--- config.mk ---
export PLATFORM = sky130hd
export DESIGN_NAME = stopwatch_ctrl
export DESIGN_NICKNAME = d
export VERILOG_FILES = /design/src/rtl/stopwatch_ctrl_pkg.sv /design/src/rtl/stopwatch_ctrl_bcd_digit.sv /design/src/rtl/stopwatch_ctrl.sv
export SDC_FILE = /design/constraint.sdc
export NUM_CORES = 1
export LEC_CHECK = 0
export ABC_AREA = 1
export CORE_MARGIN = 5
export CORE_UTILIZATION = 50
export DETAILED_ROUTE_END_ITERATION = 16
export HOLD_SLACK_MARGIN = 0.15
export MAX_ROUTING_LAYER = met4
export PLACE_DENSITY = 0.68
export SYNTH_ARGS = -nofsm -noshare
export SYNTH_HDL_FRONTEND = slang
export SYNTH_SLANG_ARGS = --single-unit
--- constraint.sdc ---
create_clock -name clk -period 1.9 [get_ports clk]
set_clock_uncertainty 0.05 [all_clocks]
set_input_delay 0.285 -clock clk [delete_from_list [all_inputs] [get_ports clk]]
set_output_delay 0.285 -clock clk [all_outputs]
set_load 0.01 [all_outputs]
--- src/rtl/stopwatch_ctrl_pkg.sv ---
// Shared definitions for the stopwatch controller: FSM state encoding,
// BCD digit limit and the decade increment helper.
package stopwatch_ctrl_pkg;

    typedef enum logic [1:0] {
        ST_IDLE  = 2'd0,
        ST_RUN   = 2'd1,
        ST_PAUSE = 2'd2
    } sw_state_e;

    localparam logic [3:0] BCD_MAX = 4'd9;

    // Next value of a decade digit: 0..9 then wrap to 0.
    // Out-of-range codes also fold back to 0 so a corrupted digit self-heals.
    function automatic logic [3:0] bcd_inc(input logic [3:0] d);
        logic [3:0] r;
        if (d >= BCD_MAX) begin
            r = 4'd0;
        end else begin
            r = d + 4'd1;
        end
        return r;
    endfunction

endpackage

--- src/rtl/stopwatch_ctrl_bcd_digit.sv ---
// One synchronous decade stage of the stopwatch digit chain.
// sclr has priority over en; at_max flags the carry condition to the next stage.
module bcd_digit
    import stopwatch_ctrl_pkg::*;
(
    input  logic       clk,
    input  logic       clr_n,
    input  logic       sclr,
    input  logic       en,
    output logic [3:0] q,
    output logic       at_max
);

    logic [3:0] q_r;

    // Digit register: async reset, synchronous clear, increment on enable.
    always_ff @(posedge clk or negedge clr_n) begin
        if (!clr_n) begin
            q_r <= 4'd0;
        end else if (sclr) begin
            q_r <= 4'd0;
        end else if (en) begin
            q_r <= bcd_inc(q_r);
        end else begin
            q_r <= q_r;
        end
    end

    assign q      = q_r;
    assign at_max = (q_r == BCD_MAX);

endmodule

--- src/rtl/stopwatch_ctrl.sv ---
// Run/pause/lap/clear stopwatch controller.
// A prescaler divides clk down to a count tick while running; the tick
// drives a synchronous cascade of BCD decade digits. The display bus can be
// frozen on a lap value while the live count keeps advancing underneath.
module stopwatch_ctrl
    import stopwatch_ctrl_pkg::*;
#(
    parameter int TICK_DIV   = 1000000,
    parameter int DIV_W      = 20,
    parameter int NUM_DIGITS = 4
) (
    input  logic                    clk,
    input  logic                    clr_n,
    input  logic                    start_stop,
    input  logic                    lap,
    input  logic                    clear,
    output logic [4*NUM_DIGITS-1:0] digits,
    output logic                    running,
    output logic                    lap_active,
    output logic                    overflow,
    output logic                    tick
);

    localparam logic [DIV_W-1:0] PRESC_LAST = DIV_W'(TICK_DIV - 1);
    localparam logic [DIV_W-1:0] PRESC_ONE  = DIV_W'(1);

    sw_state_e               state_r;
    sw_state_e               state_nxt;
    logic [DIV_W-1:0]        presc_r;
    logic [4*NUM_DIGITS-1:0] lap_r;
    logic                    lap_active_r;
    logic                    lap_active_nxt;
    logic                    overflow_r;
    logic                    enter_idle_s;
    logic                    lap_capture_s;
    logic                    tick_s;
    logic [NUM_DIGITS-1:0]   en_s;
    logic [NUM_DIGITS-1:0]   at_max_s;
    logic [4*NUM_DIGITS-1:0] live_s;
    logic                    all_max_s;

    // Count tick: last prescaler state while running.
    always_comb begin
        tick_s = 1'b0;
        if ((state_r == ST_RUN) && (presc_r == PRESC_LAST)) begin
            tick_s = 1'b1;
        end else begin
            tick_s = 1'b0;
        end
    end

    // Next-state and control decode; priority clear > start_stop > lap.
    always_comb begin
        state_nxt      = state_r;
        lap_active_nxt = lap_active_r;
        enter_idle_s   = 1'b0;
        lap_capture_s  = 1'b0;
        case (state_r)
            ST_IDLE: begin
                if (clear) begin
                    state_nxt    = ST_IDLE;
                    enter_idle_s = 1'b1;
                end else if (start_stop) begin
                    state_nxt = ST_RUN;
                end else begin
                    state_nxt = ST_IDLE;
                end
            end
            ST_RUN: begin
                if (clear) begin
                    state_nxt    = ST_IDLE;
                    enter_idle_s = 1'b1;
                end else if (start_stop) begin
                    state_nxt = ST_PAUSE;
                end else if (lap) begin
                    lap_capture_s  = 1'b1;
                    lap_active_nxt = ~lap_active_r;
                end else begin
                    state_nxt = ST_RUN;
                end
            end
            ST_PAUSE: begin
                if (clear) begin
                    state_nxt    = ST_IDLE;
                    enter_idle_s = 1'b1;
                end else if (start_stop) begin
                    state_nxt = ST_RUN;
                end else if (lap) begin
                    lap_active_nxt = 1'b0;
                end else begin
                    state_nxt = ST_PAUSE;
                end
            end
            default: begin
                state_nxt    = ST_IDLE;
                enter_idle_s = 1'b1;
            end
        endcase
        if (enter_idle_s) begin
            lap_active_nxt = 1'b0;
        end else begin
            lap_active_nxt = lap_active_nxt;
        end
    end

    // FSM state and lap flag registers.
    always_ff @(posedge clk or negedge clr_n) begin
        if (!clr_n) begin
            state_r      <= ST_IDLE;
            lap_active_r <= 1'b0;
        end else begin
            state_r      <= state_nxt;
            lap_active_r <= lap_active_nxt;
        end
    end

    // Prescaler: counts only in RUN, holds in PAUSE so resume continues the period.
    always_ff @(posedge clk or negedge clr_n) begin
        if (!clr_n) begin
            presc_r <= '0;
        end else if (enter_idle_s) begin
            presc_r <= '0;
        end else if (state_r == ST_RUN) begin
            if (tick_s) begin
                presc_r <= '0;
            end else begin
                presc_r <= presc_r + PRESC_ONE;
            end
        end else begin
            presc_r <= presc_r;
        end
    end

    // Lap register: captures the pre-increment live count.
    always_ff @(posedge clk or negedge clr_n) begin
        if (!clr_n) begin
            lap_r <= '0;
        end else if (lap_capture_s) begin
            lap_r <= live_s;
        end else begin
            lap_r <= lap_r;
        end
    end

    // Sticky overflow: set on a tick with every digit at 9, cleared only on entering IDLE.
    always_ff @(posedge clk or negedge clr_n) begin
        if (!clr_n) begin
            overflow_r <= 1'b0;
        end else if (enter_idle_s) begin
            overflow_r <= 1'b0;
        end else if (tick_s && all_max_s) begin
            overflow_r <= 1'b1;
        end else begin
            overflow_r <= overflow_r;
        end
    end

    assign all_max_s = &at_max_s;

    // Synchronous enable chain: a stage advances when the tick arrives and all lower stages are at 9.
    always_comb begin
        en_s = '0;
        for (int k = 0; k < NUM_DIGITS; k++) begin
            if (k == 0) begin
                en_s[k] = tick_s;
            end else begin
                en_s[k] = en_s[k-1] & at_max_s[k-1];
            end
        end
    end

    genvar g;
    generate
        for (g = 0; g < NUM_DIGITS; g++) begin : g_digit
            bcd_digit u_digit (
                .clk    (clk),
                .clr_n  (clr_n),
                .sclr   (enter_idle_s),
                .en     (en_s[g]),
                .q      (live_s[4*g +: 4]),
                .at_max (at_max_s[g])
            );
        end
    endgenerate

    assign digits     = lap_active_r ? lap_r : live_s;
    assign running    = (state_r == ST_RUN);
    assign lap_active = lap_active_r;
    assign overflow   = overflow_r;
    assign tick       = tick_s;

endmodule
==> metrics.cfg, run 1 <==
[sta]
period_share=0.9487
worst_pin_slew_ns=0.4021
fin_crit_ns=1.803
slew_viol_final=0
finalHoldViolCount=0
holdWs_ns=0.4412
tns_ns=0
max_freq_mhz=554.8
setup_viol=0
slew_headroom=0.7295

[grt]
grt_overflow=0
grt_pass1_wl_um=13030
antenna_found_initial=0
grt_max_degree=57
grt_pass1_vias=2858
grt_usage=0.1918

[final_layout]
n_antenna_cell=0
final_area_um2=4045
drive_gt1_frac=0.1582
area_delta_synth_final_pct=22.37
fin_nets=510
fin_cells=570

[detailed_routing]
ant_nets=0
drt_iter0_markers=163
wl_um=7542
drt-wirelength-per-cell_um=13.23
dr.pass1.iters=5
viasPerCell=5.158
dr_total_vias=2940
drc=0

[floorplan]
placementRows=29
ioPinCount=25
core_area_um2=6386
initial_core_util=0.5176
die_w_um=91.31
die-area_um2=8338
die_h_um=91.31

[logic_synthesis]
ys_warn_count=0
ys_seq_elements=56
syn_area_um2=3306
netlist_top_cells_count=nand2_1, dfrtp_1, nor2_1
synth_flop_cell=dfrtp_1
async_reset_ff_frac=1.000
yosysTopAreaCellShare=0.4239
synth_area_per_cell_um2=7.742
synth-edff-count=0
syn_inst=427
yosysSeqAreaShare=0.4239
synth_cell_types=35
synth_fp_nets=445
synth_area_leaders=dfrtp_1, nand2_1, o21ai_0, nand3_1, nor2_1
yosysMostFrequentCell=nand2_1
synth_largest_area_cell=dfrtp_1

[clock_tree]
cts_tree=built
cts_buffers=5
clk_path_buf_depth=2
clkTransAtPathRegs_ns=0.10
clock_tree.root_cell=clkbuf_8
cts_max_level=2
cts.sinks=56
insertion_delay_ns=0.31

[setup_path]
critical_path.slowest_cell=dfrtp_1
cp.required_ns=1.56
cp.buffers_inverters=1
crit_fanout=3
critical_path_class=flip-flop to primary output
cp_cell_sequence=ha_2, nand3_1, nor2_1, nand2_1, nor2_4, buf_6
critPathCaptureType=primary output
cp.arrival_ns=1.47
critPathMaxStageDelay_ns=0.39
crit_family=simple AND/OR/NAND/NOR gates
crit_path_start_kind=flip-flop

[placement]
place_area_um2=3897
gp_congestion=0.9513
dpl.hpwl_um=5542
portBuffers=24
dp.cells=556

[run_status]
status=finished clean

[power_and_ir_drop]
total_power_w=0.002531
ir_drop_v=0.0004343
power.leakage_nw=1.917
power_density_nw_per_um2=625.8

[min_path]
hold_class=input pin to async pin

[run]
drv_cap=0

==> layout by cell type (no fill, tap or decap), types with 9 or more instances in the layout <==
cell type      instances
inv_1                 43
ha_1                  12
o21ai_0               42
nand3_1               32
nor2_1                45
xor2_1                10
dlygate4sd2_1         17
buf_4                 40
dfrtp_1               56
nor3_1                13
nand4_1                9
nand2_1               98
==> per-stage QoR <==
step,setup WS [ns],utilization
floorplan,0.3613,-
global placement,0.05477,0.6103
detailed placement,0.02476,0.6103
CTS,0.002165,0.6264
global route,-0.01163,0.6334
finish,0.09740,0.6334
==> worst reg2reg max path, delay by kind of cell, from the launching register on <==
| kind | cells | cell delay [ns] |
|---|---|---|
| simple gates | 7 | 0.77 |
| flops | 1 | 0.39 |
| buf+inv | 2 | 0.30 |
| fa+ha+maj | 1 | 0.19 |
==> logic make-up after synthesis <==
family,Yosys count,share of synthesized area
buf+inv,57,0.06888
mux,1,0.003028
xor+xnor,14,0.03709
fa+ha+maj,13,0.04921
simple gates,228,0.3282
flops,56,0.4239
compound gates,58,0.08971
==> routing by layer <==
layer	track usage	part of all wire	routed length [um]	up-vias
met3	0.03388	0.032	240	5
met1	0.2734	0.50	3793	1372
met5	-	0	0	-
met2	0.2927	0.46	3472	43
li1	-	-	-	1520
met4	0.03056	0.0048	36	0
==> sequential cells by signal, indices dropped and copies added (netlist names) <==
name               cells
lap_r                 16
presc_r               20
g_digit.u_digit.q     16
lap_active             1
state_r                2
overflow               1
==> repair_timing <==
action                                 4_1_cts  5_1_grt
pin swaps                                    0        3
gates resized for setup                     20        9
endpoints found under the hold margin       56        0
buffers inserted                             3        2
setup endpoints to repair                   18       13
hold buffers                                 1        0
==> power by group <==
part / total, W / leakage (nW) / internal (W) / switching [W]
sequential: 0.00134 / 0.771 / 0.00127 / 0.0000678
combinational: 0.000522 / 1.10 / 0.000224 / 0.000299
clock: 0.000668 / 0.0455 / 0.000299 / 0.000370
total: 0.00253 / 1.92 / 0.00179 / 0.000736
==> worst paths after layout <==
path	start	end	slack, ns	cells after the start
worst max register to register	presc_r[1]	presc_r[19]	0.1	10
worst max-delay path	presc_r[1]	tick	0.1	6
min in group clk	lap_r[8]	lap_r[8]	0.44	2
worst min register to register	lap_r[8]	lap_r[8]	0.44	2
max in group asynchronous	clr_n	g_digit[2].u_digit.q[3]	1.10	3
worst min-delay path	clr_n	presc_r[18]	0.44	3
==> area by class of cell <==
| type | count | area, um^2 |
|---|---|---|
| well taps | 77 | 96.34 |
| fillers | 576 | 2341 |
| clock buffers | 8 | 90.09 |
| inverters | 48 | 185.2 |
| flip-flops and latches | 56 | 1401 |
| multi-input cells | 314 | 1707 |
| repair buffers | 67 | 565.5 |
No activity file was read; power rests on OpenSTA's default activity.
==> inputs of run 2 (changes only) <==
--- a/config.mk
+++ b/config.mk
@@ -6,12 +6,12 @@
 export NUM_CORES = 1
 export LEC_CHECK = 0
 export ABC_AREA = 1
-export CORE_MARGIN = 5
-export CORE_UTILIZATION = 50
+export CORE_MARGIN = 8
+export CORE_UTILIZATION = 55
 export DETAILED_ROUTE_END_ITERATION = 16
 export HOLD_SLACK_MARGIN = 0.15
 export MAX_ROUTING_LAYER = met4
-export PLACE_DENSITY = 0.68
+export PLACE_DENSITY = 0.74
 export SYNTH_ARGS = -nofsm -noshare
 export SYNTH_HDL_FRONTEND = slang
 export SYNTH_SLANG_ARGS = --single-unit
==> metrics.cfg, run 2 (synthesis results as in run 1) <==
[final_layout]
largest_reg_flops=20  ; unchanged
final_cell_mix=nand2_1, dfrtp_1, nor2_1, inv_1, o21ai_0
fill_cells=509  ; -12%
top_register=presc_r
mostFrequentLayoutCell=nand2_1
final_area_um2=3976  ; -1.7%
n_antenna_cell=0  ; unchanged
fin_nets=504  ; -1.2%
area_delta_synth_final_pct=20.29
drive_gt1_frac=0.1420  ; -0.01624

[sta]
setup_viol=0  ; unchanged
fin_crit_ns=1.755  ; -0.04739 ns
period_share=0.9238  ; -0.02494
worst_pin_slew_ns=0.4136  ; +0.01146 ns
slew_viol_final=0  ; unchanged
finalHoldViolCount=0  ; unchanged
max_freq_mhz=569.7  ; +2.7%
slew_headroom=0.7218  ; -0.007713
holdWs_ns=0.4423  ; +0.001085 ns

[grt]
grt_pass1_wl_um=12420  ; -4.7%
grt_max_degree=57  ; unchanged
grt_usage=0.1808  ; -0.01102
grt_overflow=0  ; unchanged
grt_pass1_vias=2724  ; -4.7%
antenna_found_initial=0  ; unchanged

[clock_tree]
clock_tree.root_cell=clkbuf_8
clkTransAtPathRegs_ns=0.10  ; about the same
clk_path_buf_depth=2  ; unchanged
cts_tree=built
cts.sinks=56  ; unchanged
insertion_delay_ns=0.31  ; about the same
cts_buffers=5  ; unchanged
cts_max_level=2  ; unchanged

[floorplan]
ioPinCount=25  ; unchanged
die_w_um=93.53  ; +2.4%
placementRows=28  ; -3.4%
die_h_um=93.53  ; +2.4%
die-area_um2=8747  ; +4.9%
core_area_um2=5851  ; -8.4%
initial_core_util=0.5650  ; +0.04738

[power_and_ir_drop]
p_seq_frac=0.526  ; -0.004
power_density_nw_per_um2=641.1  ; +2.5%
p_sw_w=0.0007297  ; -0.90%
power.leakage_nw=1.894  ; -1.2%
switching_share=0.2862  ; -0.004652
clkPwrFrac=0.269  ; +0.005
p_comb_frac=0.205  ; about the same
total_power_w=0.002549  ; +0.71%
ir_drop_v=0.0004813  ; +11%
p_int_w=0.001820  ; +1.4%

[setup_path]
cp.buffers_inverters=1  ; unchanged
critical_path.slowest_cell=dfrtp_1
crit_path_start_kind=flip-flop
crit_fanout=3  ; unchanged
cp.required_ns=1.56  ; about the same
critPathMaxStageDelay_ns=0.39  ; about the same
timing.rr.start=presc_r[1]
cp.arrival_ns=1.42  ; -0.05 ns
crit_start=presc_r[1]
critical_path_class=flip-flop to primary output
cp_cell_sequence=ha_2, nand3_1, nor2_1, nand2_1, nor2_4, buf_6
crit_family=simple AND/OR/NAND/NOR gates
critPathCaptureType=primary output

[placement]
portBuffers=24  ; unchanged
gp_congestion=0.9073  ; -4.6%
place_area_um2=3865  ; -0.83%
dpl.hpwl_um=5648  ; +1.9%

[detailed_routing]
viasPerCell=5.239  ; +1.6%
drc=0  ; unchanged
met3_length_um=316  ; +32%
dr_total_vias=2939  ; -0.034%
drt-wirelength-per-cell_um=13.06  ; -1.3%
top_layer=met4
dr.pass1.iters=4  ; -1
drt_iter0_markers=103  ; -37%
met1_length_um=3382  ; -11%
wl_um=7325  ; -2.9%
wl_met2_um=3479  ; +0.20%
ant_nets=0  ; unchanged

[min_path]
hold_class=flip-flop to flip-flop
worstHoldStart=lap_r[1]

[run]
drv_cap=0  ; unchanged

[run_status]
status=finished clean

==> run 2: what timing repair did <==
item / 4_1_cts / 5_1_grt
setup buffers: 2 / 1
endpoints found under the setup margin: 18 / 1
pin swaps: 0 / 3
endpoints found under the hold margin: 56 / 0
gates resized for setup: 21 / 2
hold buffers: 1 / 0
==> run 2: path summary, 6_finish.rpt <==
check | to | slack [ns] | depth (start not counted)
max | tick | 0.14 | 6
min | lap_r[1] | 0.44 | 2
max reg2reg | presc_r[0] | 0.17 | 10
min reg2reg | lap_r[1] | 0.44 | 2
max in group asynchronous | presc_r[15] | 1.09 | 3
min in group asynchronous | g_digit[2].u_digit.q[0] | 0.45 | 3
==> run 2: power groups by stage <==
stage | sequential, W | combinational, W | clock (W)
floorplan | 0.00136 | 0.000302 | 0
global placement | 0.00136 | 0.000516 | 0
detailed placement | 0.00136 | 0.000529 | 0
CTS | 0.00134 | 0.000517 | 0.000710
global route | 0.00135 | 0.000594 | 0.000739
finish | 0.00134 | 0.000524 | 0.000685
==> run 2: per-layer routing <==
layer	vias up	track usage
li1	1514	-
met1	1351	0.2196
met2	57	0.2932
met3	17	0.03045
met4	0	0.06980
met5	-	-
==> run 2: per-stage QoR <==
stage	setup WS [ns]	instances	util	TNS (ns)
after floorplan	0.3613	427	-	0
after global placement	0.06002	550	0.6606	0
after detailed placement	0.02129	550	0.6606	0
after CTS	-0.02743	560	0.6784	-0.02743
after global routing	-0.002372	561	0.6796	-0.002372
final	0.1448	561	0.6796	0
==> run 2: worst reg2reg max path: stages, from the launching register on <==
cell,delay (ns)
dfrtp_1,0.39
ha_2,0.20
nand2_1,0.11
nor2_4,0.14
nand3_1,0.12
nor2_4,0.15
nand2_2,0.09
nand2_4,0.13
inv_2,0.10
nand2_1,0.08
mux2i_1,0.07
==> run 2: final cells by class <==
| type | instances | area (um^2) | share of cell area |
|---|---|---|---|
| clock buffers | 7 | 96.34 | 0.02423 |
| inverters | 48 | 185.2 | 0.04657 |
| multi-input cells | 314 | 1679 | 0.4223 |
| flip-flops and latches | 56 | 1401 | 0.3524 |
| well taps | 75 | 93.84 | 0.02360 |
| repair buffers | 61 | 520.5 | 0.1309 |
